===== src/rtl/counter_event_pkg.sv =====
// counter_event_pkg
// Shared widths and the event record layout for the counter-stage event logger.
// No ports. It provides:
//   TS_W / STOP_W / SEQ_W  default field widths
//   FIFO_DEPTH / FIFO_AW   default buffer depth and its log2
//   counter_event_t        packed record {ts, stop, seq}
package counter_event_pkg;

  localparam int TS_W       = 16;
  localparam int STOP_W     = 8;
  localparam int SEQ_W      = 8;
  localparam int FIFO_DEPTH = 4;
  localparam int FIFO_AW    = $clog2(FIFO_DEPTH);

  typedef struct packed {
    logic [TS_W-1:0]   ts;
    logic [STOP_W-1:0] stop;
    logic [SEQ_W-1:0]  seq;
  } counter_event_t;

  localparam int EVENT_W = $bits(counter_event_t);

endpackage


===== src/rtl/counter_event_logger_if.sv =====
// counter_event_logger_if
// Valid/ready event drain port.
//   evt_valid  head entry valid (producer -> consumer)
//   evt_ready  consumer accepts the head (consumer -> producer)
//   evt_ts     head timestamp
//   evt_stop   head stop value
//   evt_seq    head sequence number
// Modports:
//   master  the logger side
//   slave   the consumer side
interface counter_event_logger_if #(
  parameter int TS_WIDTH   = counter_event_pkg::TS_W,
  parameter int STOP_WIDTH = counter_event_pkg::STOP_W,
  parameter int SEQ_WIDTH  = counter_event_pkg::SEQ_W
);
  logic                  evt_valid;
  logic                  evt_ready;
  logic [TS_WIDTH-1:0]   evt_ts;
  logic [STOP_WIDTH-1:0] evt_stop;
  logic [SEQ_WIDTH-1:0]  evt_seq;

  modport master (output evt_valid, evt_ts, evt_stop, evt_seq, input evt_ready);
  modport slave  (input evt_valid, evt_ts, evt_stop, evt_seq, output evt_ready);
endinterface


===== src/rtl/counter_event_logger_event_fifo.sv =====
// event_fifo
// Generic synchronous first-word-fall-through FIFO.
// Ports:
//   clk, reset_l  clock and asynchronous active-low reset
//   push, din     write request and data (ignored when full without a pop)
//   pop           read request (ignored when empty)
//   dout          head entry, valid whenever empty=0
//   full, empty   occupancy flags, both registered-state only
module event_fifo #(
  parameter int WIDTH = 8,
  parameter int DEPTH = 4
) (
  input  logic             clk,
  input  logic             reset_l,
  input  logic             push,
  input  logic [WIDTH-1:0] din,
  input  logic             pop,
  output logic [WIDTH-1:0] dout,
  output logic             full,
  output logic             empty
);
  localparam int AW = (DEPTH > 1) ? $clog2(DEPTH) : 1;

  logic [WIDTH-1:0] mem [DEPTH];
  logic [AW-1:0]    wr_ptr;
  logic [AW-1:0]    rd_ptr;
  logic [AW:0]      count;
  logic             do_push;
  logic             do_pop;

  assign full    = (count == (AW+1)'(DEPTH));
  assign empty   = (count == '0);
  assign do_pop  = pop & ~empty;
  // A full FIFO still takes a write when the head leaves in the same cycle.
  assign do_push = push & (~full | do_pop);
  assign dout    = mem[rd_ptr];

  always_ff @(posedge clk or negedge reset_l) begin
    if (!reset_l) begin
      for (int i = 0; i < DEPTH; i++) mem[i] <= '0;
      wr_ptr <= '0;
      rd_ptr <= '0;
      count  <= '0;
    end else begin
      if (do_push) begin
        mem[wr_ptr] <= din;
        wr_ptr      <= wr_ptr + AW'(1);
      end
      if (do_pop) rd_ptr <= rd_ptr + AW'(1);
      case ({do_push, do_pop})
        2'b10:   count <= count + (AW+1)'(1);
        2'b01:   count <= count - (AW+1)'(1);
        default: count <= count;
      endcase
    end
  end
endmodule


===== src/rtl/counter_event_logger.sv =====
// counter_event_logger
// Watches the counter stage's done level, logs each enabled rising edge as
// {timestamp, stop, sequence} into a FWFT FIFO and drains it over valid/ready.
// Ports:
//   clk, reset_l  clock and asynchronous active-low reset
//   enable        event detection enable (draining continues when low)
//   done          counter stage done level
//   stop          counter stage stop value, captured with each event
//   overflow      sticky flag: at least one event was dropped
//   clear_ovf     clears overflow on the next edge (a same-cycle drop wins)
//   evt           event drain port (master side)
module counter_event_logger
  import counter_event_pkg::*;
#(
  parameter int STOP_WIDTH = STOP_W,
  parameter int TS_WIDTH   = TS_W,
  parameter int SEQ_WIDTH  = SEQ_W,
  parameter int DEPTH      = FIFO_DEPTH
) (
  input  logic                  clk,
  input  logic                  reset_l,
  input  logic                  enable,
  input  logic                  done,
  input  logic [STOP_WIDTH-1:0] stop,
  output logic                  overflow,
  input  logic                  clear_ovf,
  counter_event_logger_if.master evt
);
  localparam int ENTRY_W = TS_WIDTH + STOP_WIDTH + SEQ_WIDTH;

  logic [TS_WIDTH-1:0]  ts;
  logic [SEQ_WIDTH-1:0] seq;
  logic                 done_q;
  logic                 det;
  logic                 pop;
  logic                 drop;
  logic                 full;
  logic                 empty;
  logic [ENTRY_W-1:0]   head;

  assign det  = enable & done & ~done_q;
  assign pop  = ~empty & evt.evt_ready;
  assign drop = det & full & ~pop;

  always_ff @(posedge clk or negedge reset_l) begin
    if (!reset_l) begin
      ts       <= '0;
      seq      <= '0;
      done_q   <= 1'b0;
      overflow <= 1'b0;
    end else begin
      ts     <= ts + TS_WIDTH'(1);
      done_q <= done;
      // Sequence advances on every detected edge, stored or not, so drops
      // show up as gaps at the consumer.
      if (det) seq <= seq + SEQ_WIDTH'(1);
      if (drop)           overflow <= 1'b1;
      else if (clear_ovf) overflow <= 1'b0;
    end
  end

  event_fifo #(
    .WIDTH (ENTRY_W),
    .DEPTH (DEPTH)
  ) u_fifo (
    .clk     (clk),
    .reset_l (reset_l),
    .push    (det),
    .din     ({ts, stop, seq}),
    .pop     (pop),
    .dout    (head),
    .full    (full),
    .empty   (empty)
  );

  assign evt.evt_valid = ~empty;
  assign evt.evt_seq   = head[SEQ_WIDTH-1:0];
  assign evt.evt_stop  = head[SEQ_WIDTH +: STOP_WIDTH];
  assign evt.evt_ts    = head[SEQ_WIDTH+STOP_WIDTH +: TS_WIDTH];
endmodule


===== src/flat_wrapper.sv =====
// flat-port wrapper written by rule: the top's interface ports become plain ports
module counter_event_logger_flat import counter_event_pkg::*;
#(
  parameter int STOP_WIDTH = STOP_W,
  parameter int TS_WIDTH   = TS_W,
  parameter int SEQ_WIDTH  = SEQ_W,
  parameter int DEPTH      = FIFO_DEPTH
)
  (clk, reset_l, enable, done, stop, overflow, clear_ovf, evt_evt_valid, evt_evt_ts, evt_evt_stop, evt_evt_seq, evt_evt_ready);
  counter_event_logger_if #(.TS_WIDTH(TS_WIDTH), .STOP_WIDTH(STOP_WIDTH), .SEQ_WIDTH(SEQ_WIDTH)) evt_i ();
  input  logic clk;
  input  logic reset_l;
  input  logic enable;
  input  logic done;
  input  logic [STOP_WIDTH-1:0] stop;
  output logic overflow;
  input  logic clear_ovf;
  output wire logic [$bits(evt_i.evt_valid)-1:0] evt_evt_valid;
  output wire logic [$bits(evt_i.evt_ts)-1:0] evt_evt_ts;
  output wire logic [$bits(evt_i.evt_stop)-1:0] evt_evt_stop;
  output wire logic [$bits(evt_i.evt_seq)-1:0] evt_evt_seq;
  input wire logic [$bits(evt_i.evt_ready)-1:0] evt_evt_ready;
  assign evt_evt_valid = evt_i.evt_valid;
  assign evt_evt_ts = evt_i.evt_ts;
  assign evt_evt_stop = evt_i.evt_stop;
  assign evt_evt_seq = evt_i.evt_seq;
  assign evt_i.evt_ready = evt_evt_ready;
  counter_event_logger #(.STOP_WIDTH(STOP_WIDTH), .TS_WIDTH(TS_WIDTH), .SEQ_WIDTH(SEQ_WIDTH), .DEPTH(DEPTH)) u_core (.clk(clk), .reset_l(reset_l), .enable(enable), .done(done), .stop(stop), .overflow(overflow), .clear_ovf(clear_ovf), .evt(evt_i));
endmodule

===== config.mk =====
export PLATFORM = sky130hd
export DESIGN_NAME = counter_event_logger_flat
export DESIGN_NICKNAME = d
export VERILOG_FILES = /design/src/rtl/counter_event_pkg.sv /design/src/rtl/counter_event_logger_if.sv /design/src/rtl/counter_event_logger_event_fifo.sv /design/src/rtl/counter_event_logger.sv /design/src/flat_wrapper.sv
export SDC_FILE = /design/constraint.sdc
export NUM_CORES = 1
export LEC_CHECK = 0
export BUFFER_PORTS_ARGS = -buffer_cell sky130_fd_sc_hd__buf_4
export CAP_MARGIN = 20
export CELL_PAD_IN_SITES_DETAIL_PLACEMENT = 2
export CELL_PAD_IN_SITES_GLOBAL_PLACEMENT = 2
export CORE_MARGIN = 2
export CORE_UTILIZATION = 49
export CTS_CLUSTER_SIZE = 40
export DETAILED_ROUTE_END_ITERATION = 8
export PLACE_DENSITY_LB_ADDON = 0.1
export SYNTH_ARGS = -nofsm -noshare
export SYNTH_HDL_FRONTEND = slang
export SYNTH_SLANG_ARGS = --single-unit

===== constraint.sdc =====
create_clock -name clk -period 5.3 [get_ports clk]
set_input_delay 0.795 -clock clk [delete_from_list [all_inputs] [get_ports clk]]
set_output_delay 0.795 -clock clk [all_outputs]
set_load 0.05 [all_outputs]

==> results.json <==
{
  "status": "completed",
  "finalSetupTns_ps": 0,
  "die_w_um": 129.1,
  "crit_arrival_ps": 2520,
  "dr.pass1.iters": 4,
  "grt_max_degree": 109,
  "fill_cells": 1304,
  "reg2regPathDepth": 9,
  "grt_pass1_vias": 4593,
  "hpwl_um": 9472,
  "io_pins": 48,
  "r2r_end": "u_core.u_fifo.count[2]$_DFFE_PN0P_",
  "synth_cell_types": 27,
  "p_per_area_nw_per_um2": 560.0,
  "cts.repair.resized": 0,
  "netlist_area_um2": 7665,
  "synth.ff_latch_count": 161,
  "netSwitchingPower_uw": 1695,
  "wirelength_um": 16960,
  "path_clk_slew_ps": 60,
  "power.internal_uw": 3082,
  "syn_inst": 441,
  "vias": 3838,
  "cts_made_buffers": 17,
  "antenna_found_initial": 0,
  "fin_crit_ps": 3312,
  "ys_warn_count": 0,
  "coreArea_um2": 15260,
  "whs_ps": 495.1,
  "synth_fp_nets": 463,
  "min_to": "u_core.u_fifo.mem[32]$_DFFE_PN0P_",
  "portBuffers": 47,
  "drive_above_1_share": 0.4798,
  "crit_fanout": 19,
  "timing.rr.start": "u_core.u_fifo.count[0]$_DFFE_PN0P_",
  "nets": 505,
  "clock_skew_ps": 8.424,
  "insertion_delay_ps": 420,
  "routedWlPerCell_um": 24.06,
  "crit_start": "u_core.u_fifo.rd_ptr[0]$_DFFE_PN0P_",
  "drt-initial-drc-count": 179,
  "htreeDepth": 4,
  "critPathRequiredTime_ps": 4510,
  "num_rows": 45,
  "final.period_utilization": 0.6250,
  "tightest_slew_ps": 1006,
  "critPathKind": "flip-flop to output port",
  "cts_tree": "yes",
  "vias_per_cell": 5.444,
  "rsz0062_at_grt": "false",
  "syn2layout_area_growth_pct": 11.30,
  "clock-root-buffer": "clkbuf_16",
  "track_usage": 0.2257,
  "ctsHoldBuffers": 0,
  "p_sw_frac": 0.3548,
  "setup_viol": 0,
  "clk_path_buf_depth": 2,
  "p_leak_uw": 0.004281,
  "ys_seq_area_frac": 0.5256,
  "rrSetupSlack_ps": 2870,
  "fmax_mhz": 301.9,
  "maxSlewHeadroom": 0.3294,
  "grt_pass1_wl_um": 27720,
  "power_frac_comb": 0.373,
  "cap_viol_max_count": 0,
  "min_path_type": "flip-flop to flip-flop",
  "ant_nets": 0,
  "vdd_drop_max_mv": 0.2717,
  "share_seq_of_total_power": 0.386,
  "routabilityCongestion": 0.7002,
  "cts.sinks": 161,
  "die-area_um2": 16660,
  "diodes": 0,
  "holdCritStartpoint": "u_core.u_fifo.mem[32]$_DFFE_PN0P_",
  "endpoint_kind": "output port",
  "grt_overflow": 0,
  "worstHoldPathCells": 1,
  "cts_setup_buffers": 0,
  "slew_violations": 0,
  "final-hold-violation-count": 0,
  "startpoint_type": "flip-flop",
  "drc": 0,
  "start_util": 0.5023,
  "postSynthAreaPerCell_um2": 17.38,
  "die_y_um": 129.1,
  "clkPwrFrac": 0.241
}
==> critical path, stage by stage (launching register included) <==
cell,delay (ps)
dfrtp_2,790
buf_4,470
mux4_2,600
buf_4,220
==> placed cells by master, fill, tap and decap left out <==
cell type	synthesis	layout
nor2_1	8	8
mux2_1	8	8
o22ai_1	1	1
and3_1	1	1
inv_1	9	9
nand2_8	4	4
mux2_4	120	120
clkbuf_1	11	3
nand2_1	12	12
clkbuf_16	0	17
o21ai_0	1	1
clkinv_2	0	6
or4b_4	1	1
nand3_1	10	10
ha_1	7	7
clkbuf_8	0	3
or3_1	1	1
mux4_2	32	32
nand3b_4	1	1
buf_4	0	49
buf_6	0	1
xor2_1	7	7
nor2b_4	1	1
nor3_1	1	1
xnor2_1	20	20
fa_1	1	1
dfrtp_2	0	1
mux2i_1	1	1
and2_1	1	1
dfrtp_1	161	160
bufinv_16	0	1
nand4_1	5	5
==> cell usage after synthesis <==
cell type	number	area share
mux2i_1	1	0.0013
fa_1	1	0.0026
nand4_1	5	0.0041
nand3b_4	1	0.0026
nand2_1	12	0.0059
o21ai_0	1	0.00065
and3_1	1	0.00082
xor2_1	7	0.0080
xnor2_1	20	0.023
o22ai_1	1	0.00082
and2_1	1	0.00082
nand3_1	10	0.0065
nor2b_4	1	0.0018
nor3_1	1	0.00065
clkbuf_1	11	0.0054
mux4_2	32	0.094
buf_2	3	0.0020
ha_1	7	0.011
or3_1	1	0.00082
nor2_1	8	0.0039
mux2_1	8	0.012
or4b_4	1	0.0018
mux2_4	120	0.24
nand2_8	4	0.010
buf_12	13	0.034
dfrtp_1	161	0.53
inv_1	9	0.0044
==> per-layer routing <==
metal,part of all wire,wire length (um),track usage,vias to the layer above
li1,-,-,-,1660
met1,0.45,7621,0.3036,2098
met2,0.51,8714,0.3738,68
met3,0.029,493,0.05120,12
met4,0.0078,133,0.06138,0
met5,0,0,0,-
==> flip-flops by register name, indices dropped and copies added (netlist names) <==
register / count
u_core.ts: 16
u_core.u_fifo.mem: 128
u_core.u_fifo.count: 3
u_core.overflow: 1
u_core.u_fifo.wr_ptr: 2
u_core.u_fifo.rd_ptr: 2
u_core.seq: 8
u_core.done_q: 1
==> area by class of cell <==
type	count	area, um^2	area share
sequential	161	4030	0.4724
multi-input combinational	244	3286	0.3852
clock buffer	23	478.0	0.05603
timing repair buffer	50	379.1	0.04444
tap	211	264.0	0.03095
clock inverter	7	60.06	0.007040
inverter	9	33.78	0.003960
==> stage by stage <==
step / instance area [um^2] / worst slack (ps) / power [uW] / std cells / util
after floorplan: 7665 / 2652 / 3186 / 441 / -
after global placement: 7993 / 2403 / 3554 / 675 / 0.5238
after detailed placement: 7993 / 2375 / 3633 / 675 / 0.5238
after CTS: 8531 / 1888 / 4840 / 705 / 0.5591
after global routing: 8531 / 1804 / 5014 / 705 / 0.5591
final: 8531 / 1988 / 4777 / 705 / 0.5591
==> cells by family after synthesis <==
group	Yosys count	share of synthesized area
fa+ha+maj	8	0.01404
simple gates	46	0.04016
buf+inv	36	0.04571
xor+xnor	27	0.03085
mux	161	0.3421
compound gates	2	0.001469
flops	161	0.5256
==> power groups by stage <==
stage	registers (uW)	logic (uW)	clock network [uW]
after floorplan	1690	1500	0
after global placement	1820	1730	0
after detailed placement	1840	1790	0
after CTS	1850	1810	1180
after global routing	1900	1890	1230
final	1840	1780	1150
==> worst max path at each step <==
stage	to	cells past startpoint
6_report	evt_evt_seq[3]	3
5_1_grt	evt_evt_seq[3]	3
4_1_cts	evt_evt_seq[3]	3
3_5_place_dp	evt_evt_seq[3]	3
3_3_place_gp	evt_evt_seq[3]	3
2_1_floorplan	u_core.u_fifo.count[2]$_DFFE_PN0P_	10
(Power assumes the default switching activity.)
